### src/rtl/buffer_pkg.sv
// Shared definitions for the frame-buffer access arbiter: FSM encoding,
// default timeout and the requester role convention.
package buffer_pkg;

   typedef enum logic [1:0] {
      ST_IDLE    = 2'd0,
      ST_GRANT   = 2'd1,
      ST_BUSY    = 2'd2,
      ST_RELEASE = 2'd3
   } arb_state_t;

   localparam int DEFAULT_TIMEOUT = 8;

   // Role bit in WRITER_MASK: 1 marks a writer, 0 a reader.
   localparam logic ROLE_WRITER = 1'b1;
   localparam logic ROLE_READER = 1'b0;

   // A writer may only fill an empty buffer; a reader may only drain a full one.
   function automatic logic is_eligible(input logic rq, input logic role, input logic full);
      return rq && ((role == ROLE_WRITER) ? !full : full);
   endfunction

endpackage

### src/rtl/rr_priority_select.sv
// Combinational round-robin picker: first eligible index strictly after
// the pointer, searching upward with wrap-around.
module rr_priority_select #(
   parameter int NUM_REQ = 3,
   parameter int ID_W    = 2
) (
   input  logic [NUM_REQ-1:0] i_eligible,
   input  logic [ID_W-1:0]    i_ptr,
   output logic [ID_W-1:0]    o_sel,
   output logic               o_any_valid
);

   // Scanning from the farthest candidate back to the nearest lets the last
   // hit win, so the closest index after the pointer is chosen without a break.
   always_comb begin
      // NOTE: every output gets a default first so no path leaves it unassigned (no latch).
      o_sel = '0;
      for (int k = NUM_REQ; k >= 1; k--) begin
         int idx;
         idx = int'(i_ptr) + k;
         if (idx >= NUM_REQ) idx = idx - NUM_REQ;
         if (i_eligible[idx]) o_sel = ID_W'(idx);
      end
   end

   assign o_any_valid = |i_eligible;

endmodule

### src/rtl/buffer_access_arbiter.sv
// Single-port frame-buffer arbiter: round-robin grant among writer/reader
// requesters gated by a one-frame occupancy flag, with grant timeout.
module buffer_access_arbiter
   import buffer_pkg::*;
#(
   parameter int                 NUM_REQ     = 3,
   parameter logic [NUM_REQ-1:0] WRITER_MASK = 3'b001,
   parameter int                 TIMEOUT     = DEFAULT_TIMEOUT,
   parameter int                 ID_W        = 2
) (
   input  logic               clk,
   input  logic               reset,
   input  logic [NUM_REQ-1:0] i_rq,
   input  logic [NUM_REQ-1:0] i_busy,
   output logic [NUM_REQ-1:0] o_ack,
   output logic               o_grant_valid,
   output logic [ID_W-1:0]    o_grant_id,
   output logic               o_buf_full,
   output logic               o_timeout_err
);

   localparam int              TMR_W    = $clog2(TIMEOUT + 1);
   localparam logic [TMR_W-1:0] TMR_LAST = TMR_W'(TIMEOUT - 1);

   arb_state_t         r_state;
   logic [NUM_REQ-1:0] r_ack;
   logic               r_grant_valid;
   logic [ID_W-1:0]    r_grant_id;
   logic [ID_W-1:0]    r_ptr;
   logic [TMR_W-1:0]   r_timer;
   logic               r_buf_full;
   logic               r_timeout_err;

   logic [NUM_REQ-1:0] w_eligible;
   logic [ID_W-1:0]    w_sel;
   logic               w_any;
   logic               w_busy_gnt;

   always_comb begin
      w_eligible = '0;
      for (int i = 0; i < NUM_REQ; i++)
         w_eligible[i] = is_eligible(i_rq[i], WRITER_MASK[i], r_buf_full);
   end

   rr_priority_select #(
      .NUM_REQ (NUM_REQ),
      .ID_W    (ID_W)
   ) u_rr_select (
      .i_eligible  (w_eligible),
      .i_ptr       (r_ptr),
      .o_sel       (w_sel),
      .o_any_valid (w_any)
   );

   // Only the granted requester's busy line is ever observed.
   assign w_busy_gnt = i_busy[r_grant_id];

   // NOTE: state is updated with non-blocking assignments so every register
   // samples pre-edge values regardless of statement order.
   always_ff @(posedge clk or posedge reset) begin
      if (reset) begin
         r_state       <= ST_IDLE;
         r_ack         <= '0;
         r_grant_valid <= 1'b0;
         r_grant_id    <= '0;
         r_ptr         <= ID_W'(NUM_REQ - 1);
         r_timer       <= '0;
         r_buf_full    <= 1'b0;
         r_timeout_err <= 1'b0;
      end else begin
         r_timeout_err <= 1'b0;
         case (r_state)
            ST_IDLE: begin
               if (w_any) begin
                  r_ack         <= NUM_REQ'(1) << w_sel;
                  r_grant_valid <= 1'b1;
                  r_grant_id    <= w_sel;
                  r_ptr         <= w_sel;
                  r_timer       <= '0;
                  r_state       <= ST_GRANT;
               end
            end
            ST_GRANT: begin
               if (w_busy_gnt) begin
                  r_state <= ST_BUSY;
               end else if (r_timer == TMR_LAST) begin
                  r_ack         <= '0;
                  r_grant_valid <= 1'b0;
                  r_timeout_err <= 1'b1;
                  r_state       <= ST_RELEASE;
               end else begin
                  r_timer <= r_timer + TMR_W'(1);
               end
            end
            ST_BUSY: begin
               if (!w_busy_gnt) begin
                  r_ack         <= '0;
                  r_grant_valid <= 1'b0;
                  r_buf_full    <= (WRITER_MASK[r_grant_id] == ROLE_WRITER);
                  r_state       <= ST_RELEASE;
               end
            end
            // One dead cycle guarantees the requester sees ack low before any re-grant.
            ST_RELEASE: r_state <= ST_IDLE;
            default:    r_state <= ST_IDLE;
         endcase
      end
   end

   assign o_ack         = r_ack;
   assign o_grant_valid = r_grant_valid;
   assign o_grant_id    = r_grant_id;
   assign o_buf_full    = r_buf_full;
   assign o_timeout_err = r_timeout_err;

endmodule

### config.mk
export PLATFORM = sky130hd
export DESIGN_NAME = buffer_access_arbiter
export DESIGN_NICKNAME = d
export VERILOG_FILES = /design/src/rtl/buffer_pkg.sv /design/src/rtl/rr_priority_select.sv /design/src/rtl/buffer_access_arbiter.sv
export SDC_FILE = /design/constraint.sdc
export NUM_CORES = 1
export LEC_CHECK = 0
export CORE_MARGIN = 10
export CORE_UTILIZATION = 55
export DETAILED_ROUTE_END_ITERATION = 10
export PLACE_DENSITY = 0.82
export SETUP_SLACK_MARGIN = 0.02
export SLEW_MARGIN = 20
export SYNTH_ARGS = -nofsm -noshare
export SYNTH_HDL_FRONTEND = slang
export SYNTH_SLANG_ARGS = --single-unit
export TNS_END_PERCENT = 10
### constraint.sdc
create_clock -name clk -period 2.9 [get_ports clk]
set_input_delay 0.435 -clock clk [delete_from_list [all_inputs] [get_ports clk]]
set_output_delay 0.435 -clock clk [all_outputs]
set_load 0.01 [all_outputs]
==> results.yml, run 1 <==
run_status:
  status: "completed"
finish:
  nets: 130
  drive_gt1_share_pct: 14.04
  antenna_cells: 0
  area_growth_pct: 20.10
power:
  switching_share_pct: 42.52
  p_per_area_mw_per_mm2: 1039
  ir_drop_uv: 660.8
  power.internal_w: 0.0007012
  combPwrFrac_pct: 59.6
  p_seq_share_pct: 30.5
  p_leak_nw: 0.5046
  power.switching_w: 0.0005187
  p_clk_share_pct: 10.0
logic_synthesis:
  synth_nets: 112
  synthesis.area_sq_um: 977.2
  syn_inst: 97
  synth-edff-count: 0
  ys_types: 34
  async_flop_share_pct: 100.0
  ys_seq_area_share_pct: 38.54
  synth_flop_cell: "dfrtp_1"
  yosys.area.top_type_share_pct: 35.85
  synth.area.top_cells: "dfrtp_1, mux2_2, ha_1, inv_1, nor2_1"
  syn_area_per_cell_sq_um: 10.07
  synth_most_common_cell: "dfrtp_1"
  yosys.area.top_type: "dfrtp_1"
  synth.top_cells.by_count: "dfrtp_1, inv_1, nor2_1, mux2_2, ha_1"
  ys_warn_count: 0
  synth_seq_cells: 15
drt:
  ant_nets: 0
  dr.pass1.iters: 4
  drt_iter0_drc: 5
  highest_layer: "met4"
  met2RoutedLength_microns: 968
  route.met3.wl_microns: 127
  drcViolationCount: 0
  met1_length_microns: 880
  routed_wl_microns: 2007
  num_vias: 799
  vias_per_cell: 5.748
  wire_per_inst_microns: 14.44
sta:
  fmax_mhz: 497.3
  setup-tns-final_ps: 0
  setup_viol: 0
  min_period_over_period_pct: 69.35
  rsz0062_at_grt: "false"
  drv_slew: 0
  hold_viol: 0
  period_needed_ps: 2011
  tightest_slew_ps: 583.2
  max_slew_margin_pct: 61.07
  whs_ps: 495.7
  clock-skew-final_ps: 6.054
worst_setup_path:
  path_cells: "inv_1 > ha_1 > a22oi_1 > nor2_1 > o311a_1 > mux2_2"
  r2r-end: "o_ack[0]"
  critPathLaunchType: "register"
  crit_fanout: 8
  critPathTopFamily: "compound AO/OA/AOI/OAI gates"
  r2r_slack_ps: 890
  slowest_delay_ps: 510
  worstReg2RegStart: "o_grant_id[0]"
  cp_slowest_cell: "dfrtp_1"
  endpoint_kind: "register"
  rr_worst_depth: 6
  path_buf_inv: 1
  critPathKind: "register to register"
  crit_start: "o_grant_id[0]"
  cp.arrival_ps: 2190
  cp.required_ps: 3080
clock_network:
  postCtsHoldBufs: 0
  clock-root-buffer: "clkbuf_4"
  clk_pin_slew_worst_paths_ps: 100
  cts_tree: "yes"
  cts.sinks: 15
  clk_path_buf_depth: 2
  cts_max_level: 1
  ctsResizeCount: 0
  numCtsBuffers: 3
  postCtsSetupBuffers: 0
  insertion_delay_ps: 290
place:
  gp_congestion: 0.8213
  place_hpwl_microns: 1604
  io_buffers: 15
die:
  die_area_sq_mm: 0.003863
  num_rows: 15
  start_util_pct: 57.22
  io_pins: 16
  die-height_microns: 62.15
  core_area_sq_mm: 0.001708
  die_x_microns: 62.15
global_routing:
  grt_overflow: 0
  grt_pass1_wl_microns: 3463
  grt_max_degree: 16
  antenna_found_initial: 0
  grt_use_total_pct: 10.54
  grt_pass1_vias: 830
flow_run:
  drv_cap: 0
worst_hold_path:
  hold_class: "input port to async pin"
power groups by stage:
stage	clock network [W]	logic (W)	registers, W
after CTS	0.000124	0.000728	0.000373
final	0.000122	0.000726	0.000372
after global placement	0	0.000705	0.000374
after global routing	0.000133	0.000795	0.000386
after floorplan	0	0.000522	0.000376
after detailed placement	0	0.000723	0.000376
how the worst max path moves through the flow:
stage | to | slack [ps] | cells after the start
after CTS | o_ack[0] | 900 | 6
final | o_ack[0] | 890 | 6
after detailed placement | o_ack[2] | 750 | 5
after global placement | o_ack[1] | 770 | 5
after global routing | o_ack[0] | 810 | 6
after floorplan | o_ack[0] | 1090 | 6
worst register-to-register path, stage by stage (launching register included):
cell	delay, ps
dfrtp_1	510
inv_1	130
ha_1	370
a22oi_1	210
nor2_1	100
o311a_1	330
mux2_2	260
cell type report:
type	instances	area (sq um)
multi-input cells	69	546.8
fillers	136	534.3
flip-flops and latches	15	376.6
repair buffers	15	150.1
inverters	11	41.29
well taps	25	31.28
clock buffers	3	22.52
clock inverters	1	5.005
flip-flops by register name, indices dropped and copies added (netlist names):
name	flops
o_grant_id	2
o_grant_valid	1
o_ack	3
r_state	2
o_buf_full	1
r_ptr	1
o_timeout_err	1
r_timer	4
routing by layer:
metal | track usage [%] | up-vias
li1 | - | 383
met1 | 11.75 | 388
met2 | 17.56 | 23
met3 | 3.943 | 5
met4 | 4.286 | 0
met5 | 0 | -
placed cells by master, fill, tap and decap left out, drive strengths merged, types with 3 or more instances in the layout:
cell | synthesis | layout
o21ai | 3 | 3
a21oi | 3 | 3
inv | 11 | 11
mux2i | 3 | 3
nor2 | 9 | 9
clkbuf | 1 | 3
nand2b | 3 | 3
clkdlybuf4s50 | 0 | 15
nand2 | 5 | 5
ha | 7 | 7
nor2b | 3 | 3
mux2 | 9 | 9
dfrtp | 14 | 14
per-stage QoR:
step | setup slack, ps | std cells | instance area, sq um | power, W | utilization [%]
floorplan | 1088 | 97 | 977.2 | 0.0008975 | -
global placement | 766.1 | 135 | 1146 | 0.001079 | 67.11
detailed placement | 751.1 | 135 | 1146 | 0.001099 | 67.11
CTS | 904.0 | 139 | 1174 | 0.001225 | 68.72
global route | 811.1 | 139 | 1174 | 0.001314 | 68.72
finish | 889.0 | 139 | 1174 | 0.001220 | 68.72
logic make-up after synthesis:
| kind of cell | synth area share (%) |
|---|---|
| AOI/OAI and AO/OA | 18.82 |
| DFF | 38.54 |
| and+or+nand+nor | 14.34 |
| adders and majority gates | 8.962 |
| buffers and inverters | 5.506 |
| muxes | 13.83 |
(Power assumes the default switching activity.)
==> run 2: changes to the inputs <==
--- a/config.mk
+++ b/config.mk
@@ -6,9 +6,9 @@
 export NUM_CORES = 1
 export LEC_CHECK = 0
 export CORE_MARGIN = 10
-export CORE_UTILIZATION = 55
+export CORE_UTILIZATION = 47
 export DETAILED_ROUTE_END_ITERATION = 10
-export PLACE_DENSITY = 0.82
+export PLACE_DENSITY = 0.74
 export SETUP_SLACK_MARGIN = 0.02
 export SLEW_MARGIN = 20
 export SYNTH_ARGS = -nofsm -noshare
==> constraint.sdc (replaced) <==
create_clock -name clk -period 1.7 [get_ports clk]
set_input_delay 0.255 -clock clk [delete_from_list [all_inputs] [get_ports clk]]
set_output_delay 0.255 -clock clk [all_outputs]
set_load 0.01 [all_outputs]
==> results.yml, run 2 (synthesized netlist as in run 1, its figures left out) <==
run_status:
  status: "finished with violations"
  violations: "negative setup slack"
sta:
  setup_viol: 5
  timing.final.ws_setup_ps: -59.93
  clock-skew-final_ps: 2.510
  period_needed_ps: 1760
  setup-tns-final_ps: -154.5
  drv_slew: 0
  min_period_over_period_pct: 103.5
  tightest_slew_ps: 570.5
  rsz0062_at_grt: "true"
  max_slew_margin_pct: 61.93
  hold_viol: 0
  whs_ps: 322.2
  fmax_mhz: 568.2
finish:
  drive_gt1_share_pct: 45.00
  largest_reg_flops: 4
  top_register: "r_timer"
  final_util_pct: 76.34
  layout_common_cells: "buf_4, clkdlybuf4s50_1, dfrtp_1, nor2_1, inv_1"
  antenna_cells: 0
  final_common_cell: "buf_4"
  area_growth_pct: 53.27
  nets: 156
die:
  die_x_microns: 65.60
  die-height_microns: 65.60
  start_util_pct: 49.81
  die_area_sq_mm: 0.004303
  core_area_sq_mm: 0.001962
  io_pins: 16
  num_rows: 16
worst_setup_path:
  r2r_slack_ps: -60
  slowest_delay_ps: 550
  r2r-end: "o_ack[0]"
  cp.required_ps: 1870
  rr_worst_depth: 6
  cp.arrival_ps: 1930
  worstReg2RegStart: "r_ptr[1]"
  critPathKind: "register to register"
  path_cells: "inv_2 > ha_4 > buf_4 > a21oi_2 > o311a_1 > mux2_4"
  crit_fanout: 5
  cp_slowest_cell: "dfstp_2"
  endpoint_kind: "register"
  critPathLaunchType: "register"
power:
  switching_share_pct: 39.92
  power.internal_w: 0.001661
  p_clk_share_pct: 7.2
  power.switching_w: 0.001103
  ir_drop_uv: 1115
  p_total_w: 0.002764
  p_leak_nw: 0.6650
  p_seq_share_pct: 22.5
  p_per_area_mw_per_mm2: 1846
  combPwrFrac_pct: 70.3
clock_network:
  clock-root-buffer: "clkbuf_4"
  numCtsBuffers: 3
  cts.sinks: 15
  cts_tree: "yes"
  cts_max_level: 1
  clk_pin_slew_worst_paths_ps: 90
  clk_path_buf_depth: 2
  postCtsHoldBufs: 0
  insertion_delay_ps: 280
drt:
  routed_wl_microns: 2445
  dr.pass1.iters: 4
  vias_per_cell: 5.198
  wire_per_inst_microns: 14.64
  ant_nets: 0
  drcViolationCount: 0
  drt_iter0_drc: 26
  num_vias: 868
place:
  place_hpwl_microns: 1906
  io_buffers: 15
  gp_congestion: 0.7446
global_routing:
  grt_overflow: 0
  antenna_found_initial: 0
  grt_pass1_vias: 981
  grt_max_degree: 16
  grt_use_total_pct: 12.17
  grt_pass1_wl_microns: 4243
flow_run:
  drv_cap: 0
worst_hold_path:
  hold_class: "input port to async pin"
[run 2: layer usage]
layer,vias up,GRT usage (%),part of all wire [%]
met5,-,0,0
met4,0,3.476,0.33
met3,2,3.898,5.8
met2,16,20.73,48
met1,418,14.23,45
li1,432,-,-
[run 2: metrics by stage]
stage	instances	worst slack (ps)	area (sq um)
after floorplan	97	-12.67	1021
after global placement	159	-267.4	1349
after detailed placement	159	-334.8	1349
after CTS	167	-54.72	1473
after global routing	167	-117.0	1498
final	167	-59.93	1498
[run 2: worst max-delay path by stage]
stage / startpoint / end / depth (start not counted)
after floorplan: r_ptr[1] / o_ack[0] / 6
after global placement: i_busy[0] / o_ack[0] / 5
after detailed placement: i_busy[0] / o_ack[1] / 5
after CTS: r_ptr[1] / o_ack[0] / 6
after global routing: r_ptr[1] / o_ack[0] / 6
final: r_ptr[1] / o_ack[0] / 6
[run 2: cell type report]
| cell class | instances | area (sq um) |
|---|---|---|
| clock buffers | 4 | 26.28 |
| fillers | 148 | 464.2 |
| inverters | 11 | 41.29 |
| multi-input cells | 69 | 666.9 |
| flip-flops and latches | 15 | 377.9 |
| well taps | 27 | 33.78 |
| repair buffers | 41 | 351.6 |
[run 2: power by group through the flow]
| stage | combinational, W | sequential, W | clock [W] |
|---|---|---|---|
| after floorplan | 0.00101 | 0.000652 | 0 |
| after global placement | 0.00161 | 0.000605 | 0 |
| after detailed placement | 0.00167 | 0.000613 | 0 |
| after CTS | 0.00189 | 0.000618 | 0.000203 |
| after global routing | 0.00211 | 0.000642 | 0.000222 |
| final | 0.00194 | 0.000622 | 0.000200 |
[run 2: worst max-delay path, delay by kind of cell, from the launching register on]
family / cells / cell delay [ps]
adders and majority gates: 1 / 300
buffers and inverters: 2 / 170
AOI/OAI and AO/OA: 2 / 370
DFF: 1 / 550
muxes: 1 / 250
[run 2: what timing repair did]
action                                 CTS  global route
resized for setup                       15             6
gates cloned                             0             0
endpoints found under the hold margin    0             0
pin swaps                                7             1
buffers inserted                         4             0
setup endpoints to repair                8            11
==> run 3: changes to the inputs <==
--- a/config.mk
+++ b/config.mk
@@ -5,7 +5,7 @@
 export SDC_FILE = /design/constraint.sdc
 export NUM_CORES = 1
 export LEC_CHECK = 0
-export CORE_MARGIN = 10
+export CORE_MARGIN = 1.5
 export CORE_UTILIZATION = 47
 export DETAILED_ROUTE_END_ITERATION = 10
 export PLACE_DENSITY = 0.74
==> results.yml, run 3 (synthesized netlist as in run 1, its figures left out) <==
power:
  p_clk_share_pct: 7.9
  power.internal_w: 0.001643
  p_leak_nw: 0.6456
  power.switching_w: 0.001090
  switching_share_pct: 39.89
  ir_drop_uv: 1286
  combPwrFrac_pct: 69.0
  p_per_area_mw_per_mm2: 1828
  p_seq_share_pct: 23.1
die:
  core_area_sq_mm: 0.001962
  start_util_pct: 49.81
  die-height_microns: 48.60
  die_x_microns: 48.60
  num_rows: 16
  die_area_sq_mm: 0.002361
  io_pins: 16
drt:
  routed_wl_microns: 2289
  met1_length_microns: 1091
  route.met3.wl_microns: 68
  wire_per_inst_microns: 13.87
  drcViolationCount: 0
  dr.pass1.iters: 4
  num_vias: 875
  vias_per_cell: 5.303
  highest_layer: "met4"
  drt_iter0_drc: 12
  met2RoutedLength_microns: 1106
  ant_nets: 0
global_routing:
  grt_use_total_pct: 21.62
  grt_overflow: 0
  antenna_found_initial: 0
  grt_pass1_vias: 908
  grt_max_degree: 16
  grt_pass1_wl_microns: 4022
sta:
  clock-skew-final_ps: 1.330
  drv_slew: 0
  period_needed_ps: 1753
  fmax_mhz: 570.5
  setup_viol: 4
  timing.final.ws_setup_ps: -52.91
  hold_viol: 0
  rsz0062_at_grt: "true"
  max_slew_margin_pct: 60.63
  tightest_slew_ps: 589.8
  min_period_over_period_pct: 103.1
worst_setup_path:
  critPathTopFamily: "flip-flops"
  crit_fanout: 5
  critPathKind: "register to register"
  slowest_delay_ps: 550
  r2r_slack_ps: -50
  cp.required_ps: 1880
  critPathLaunchType: "register"
  cp.arrival_ps: 1940
  path_cells: "inv_2 > ha_4 > nand2b_1 > a221o_1 > o311a_1 > mux2_4"
  endpoint_kind: "register"
  path_buf_inv: 1
  cp_slowest_cell: "dfstp_2"
clock_network:
  cts_max_level: 1
  insertion_delay_ps: 290
  numCtsBuffers: 3
  clock-root-buffer: "clkbuf_4"
  cts_tree: "yes"
  clk_path_buf_depth: 2
  cts.sinks: 15
  clk_pin_slew_worst_paths_ps: 90
finish:
  area_growth_pct: 53.01
  fillers: 161
  drive_gt1_share_pct: 44.93
  antenna_cells: 0
  top_register: "r_timer"
  final_area_sq_mm: 0.001495
  largest_reg_flops: 4
  final_common_cell: "buf_4"
  layout_common_cells: "buf_4, clkdlybuf4s50_1, dfrtp_1, nor2_1, inv_1"
  final_util_pct: 76.21
  nets: 154
flow_run:
  drv_cap: 0
place:
  io_buffers: 15
  gp_congestion: 0.7534
  place_hpwl_microns: 1726
  placed_area_sq_mm: 0.001319
run_status:
  status: "finished with violations"
  violations: "negative setup slack"
worst_hold_path:
  hold_class: "input port to async pin"
## run 3: cell types whose count changed in the layout (fill, tap and decap cells not counted), sizes merged
cell	previous run	this run
buf	26	24
## run 3: layout make-up
cell class	instances	area, sq um	area share, %
timing repair buffer	39	336.6	22.51
tap	27	33.78	2.259
clock buffer	4	26.28	1.757
inverter	11	41.29	2.762
multi-input combinational	69	678.2	45.36
sequential	15	379.1	25.36
## run 3: what timing repair did
| action | in CTS | in global routing |
|---|---|---|
| pin swaps | 7 | 3 |
| gates resized for setup | 15 | 8 |
| setup endpoints to repair | 8 | 11 |
| hold buffers | 0 | 0 |
| setup buffers | 2 | 4 |
## run 3: power groups by stage
| stage | combinational, W | clock [W] | sequential (W) |
|---|---|---|---|
| floorplan | 0.00101 | 0 | 0.000652 |
| global placement | 0.00154 | 0 | 0.000609 |
| detailed placement | 0.00159 | 0 | 0.000612 |
| CTS | 0.00172 | 0.000217 | 0.000624 |
| global route | 0.00205 | 0.000230 | 0.000653 |
| finish | 0.00189 | 0.000215 | 0.000631 |
## run 3: path summary, 6_finish.rpt
check,from,to,cells past startpoint
setup / recovery,r_ptr[1],o_ack[0],6
hold / removal,reset,r_state[1],2
setup reg to reg,r_ptr[1],o_ack[0],6
hold reg to reg,o_grant_valid,o_grant_valid,1
min in group clk,o_grant_valid,o_grant_valid,1
max in group asynchronous,reset,o_buf_full,2
## run 3: routing by layer
layer / up-vias / global-route usage [%]
li1: 430 / -
met1: 425 / 28.60
met2: 16 / 37.96
met3: 4 / 3.086
met4: 0 / 4.286
met5: - / 0
## run 3: through the flow
step	setup slack (ps)	TNS, ps	instances	hold slack [ps]	total power (W)
global route	-86.87	-575.3	165	393.4	0.002930
finish	-52.91	-107.9	165	316.9	0.002733
floorplan	-12.67	-39.19	97	155.7	0.001666
detailed placement	-323.1	-2155	155	495.6	0.002205
CTS	-48.41	-168.3	161	335.2	0.002558
global placement	-270.5	-1562	155	500.8	0.002144
==> RTL change (settings of run 2) <==
`NUM_REQ` is set to 3 in 2 places; all go to 2.
--- a/src/rtl/rr_priority_select.sv
+++ b/src/rtl/rr_priority_select.sv
@@ -2,5 +2,5 @@
 // the pointer, searching upward with wrap-around.
 module rr_priority_select #(
-   parameter int NUM_REQ = 3,
+   parameter int NUM_REQ = 2,
    parameter int ID_W    = 2
 ) (
--- a/src/rtl/buffer_access_arbiter.sv
+++ b/src/rtl/buffer_access_arbiter.sv
@@ -4,5 +4,5 @@
    import buffer_pkg::*;
 #(
-   parameter int                 NUM_REQ     = 3,
+   parameter int                 NUM_REQ     = 2,
    parameter logic [NUM_REQ-1:0] WRITER_MASK = 3'b001,
    parameter int                 TIMEOUT     = DEFAULT_TIMEOUT,
Ports: changed (resized i_busy, i_rq and o_ack); port bits go from 16 to 13. No check against the original RTL was run, so the function may have changed too.
==> RTL change against run 2 <==
The run still ends with setup timing left; global-route usage decreased by 1.5 points; sequential cell count decreased by 1; combinational power decreased by 29%; synthesized area decreased by 15%; worst setup slack improved by 0.048 ns; clock skew decreased by 0.0014 ns; total power decreased by 20%; routed wire length decreased by 14%; cell area decreased by 22%.
==> RTL change: results (changes against run 2) <==
| Metric | Value |
|---|---|
| Worst setup margin | `-0.0120 ns (+0.0479 ns)` |
| Post-synthesis sequential area ratio | `0.421 (+0.0359)` |
| Total Wirelength | `2110 um (-14%)` |
| Iter 0 DRT Violations | `10 (-62%)` |
| Worst Path Max Fanout | `5 (unchanged)` |
| Synth cell types | `30 (-12%)` |
| CTS Root Cell | `clkbuf_4` |
| Synthesized area per cell | `10.2 um2 (+1.0%)` |
| HP Class | `in2async` |
| CTS Buf Count | `3 (unchanged)` |
| Maximum VDD drop | `0.00111 V (-0.72%)` |
| Post-DP Area | `1080 um2 (-20%)` |
| Switch share | `0.381 (-0.0186)` |
| WHS | `0.290 ns (-0.0326 ns)` |
| Worst path arrival time | `1.90 ns (-0.03 ns)` |
| Syn nets | `93 (-17%)` |
| Fillers | `125 (-16%)` |
| Non-filler cells, final | `140 (-16%)` |
| Pre-CTS setup slack | `-0.265 ns (+0.0693 ns)` |
| RD Place Congestion | `0.785 (+5.4%)` |
| CTS H-tree lvls | `1 (unchanged)` |
| Share of cells above drive strength 1 | `0.357 (-0.0935)` |
| Clock Tree Buf Depth | `2 (unchanged)` |
| Antenna diodes | `0 (unchanged)` |
| Most flops, register | `r_timer` |
| RR Endpoint | `o_ack[0]` |
| I/O Buffers | `12 (-3)` |
| Vias in the first global route | `737 (-25%)` |
| Crit path launch | `o_grant_id[0]` |
| Post-synth EDFFs | `0 (unchanged)` |
| Post-synth ARST share | `1.00 (unchanged)` |
| Yosys warning count | `0 (unchanged)` |
| DP HPWL | `1600 um (-16%)` |
| Failing checks | `setup timing` |
| Combinational fraction of design power | `0.623 (-0.080)` |
| Synth area leaders | `dfrtp_1, ha_1, a21oi_1` |
| Final Skew | `0.00110 ns (-0.00141 ns)` |
| Worst slew margin | `0.639 (+0.0197)` |
| First-pass GRT wire length | `3300 um (-22%)` |
| Worst-Skew Late Latency | `0.30 ns (+0.02 ns)` |
| Synth cell count leaders | `dfrtp_1, a21oi_1, inv_1` |
| Seq pwr | `0.000584 W (-6.1%)` |
| Pleak | `0.543 nW (-18%)` |
| Status | `finished with violations` |
| TNS Setup | `-0.0120 ns (+0.143 ns)` |
| Largest register FFs | `4 (unchanged)` |
| GRT Util Overall | `0.106 (-0.0153)` |
| DR vias | `732 (-16%)` |
| Largest net degree at the start of global routing | `15 (-1)` |
| Nets@finish | `127 (-19%)` |
| Worst-path clk slew | `0.09 ns (about the same)` |
| Reg2Reg Depth | `4 (-2)` |
| Initial antenna violation count | `0 (unchanged)` |
| Setup violators final | `1 (-4)` |
RTL change: cell count changes after synthesis, sizes merged, moves of 3 or more:
cell / run 2 / this run
nand2b: 3 / 0
o31ai: 0 / 3
nor2: 9 / 5
a21oi: 3 / 8
mux2: 9 / 4
inv: 11 / 7
RTL change: timing repair:
item                                    in CTS  in global routing
pin swaps                                    0                  3
setup buffers                                1                  4
endpoints found under the setup margin       6                  9
gates resized for setup                      3                  5
RTL change: worst max-delay path, stage by stage (launching register included):
cell and delay, ns:
dfrtp_2 0.45, mux2_4 0.32, or2_4 0.25, a221oi_4 0.26, mux2_4 0.33
RTL change: kinds of logic after synthesis:
logic type      share of synthesized area
buf+inv                            0.0555
simple gates                        0.157
flops                               0.421
fa+ha+maj                          0.0750
mux                                0.0990
compound gates                      0.192
RTL change: routing by layer:
metal / global-route usage / vias up / share of wire
met3: 0.0341 / 5 / 0.047
li1: - / 357 / -
met5: 0 / - / 0
met4: 0.0743 / 0 / 0.025
met1: 0.112 / 352 / 0.42
met2: 0.176 / 18 / 0.51
RTL change: cell type report:
cell class	count	share of cell area
multi-input cells	58	0.384
flip-flops and latches	14	0.302
repair buffers	32	0.233
clock buffers	4	0.0310
well taps	25	0.0268
inverters	7	0.0225
RTL change: metrics by stage:
stage | total power (W) | utilization
CTS | 0.00215 | 0.661
finish | 0.00222 | 0.684
global placement | 0.00180 | 0.632
global route | 0.00239 | 0.684
floorplan | 0.00134 | -
detailed placement | 0.00186 | 0.632
RTL change: worst max path at each step:
stage / to / cells past startpoint
after floorplan: o_ack[0] / 4
after global placement: o_ack[0] / 5
after detailed placement: o_grant_valid / 6
after CTS: o_ack[0] / 4
after global routing: r_timer[3] / 6
final: o_ack[0] / 4
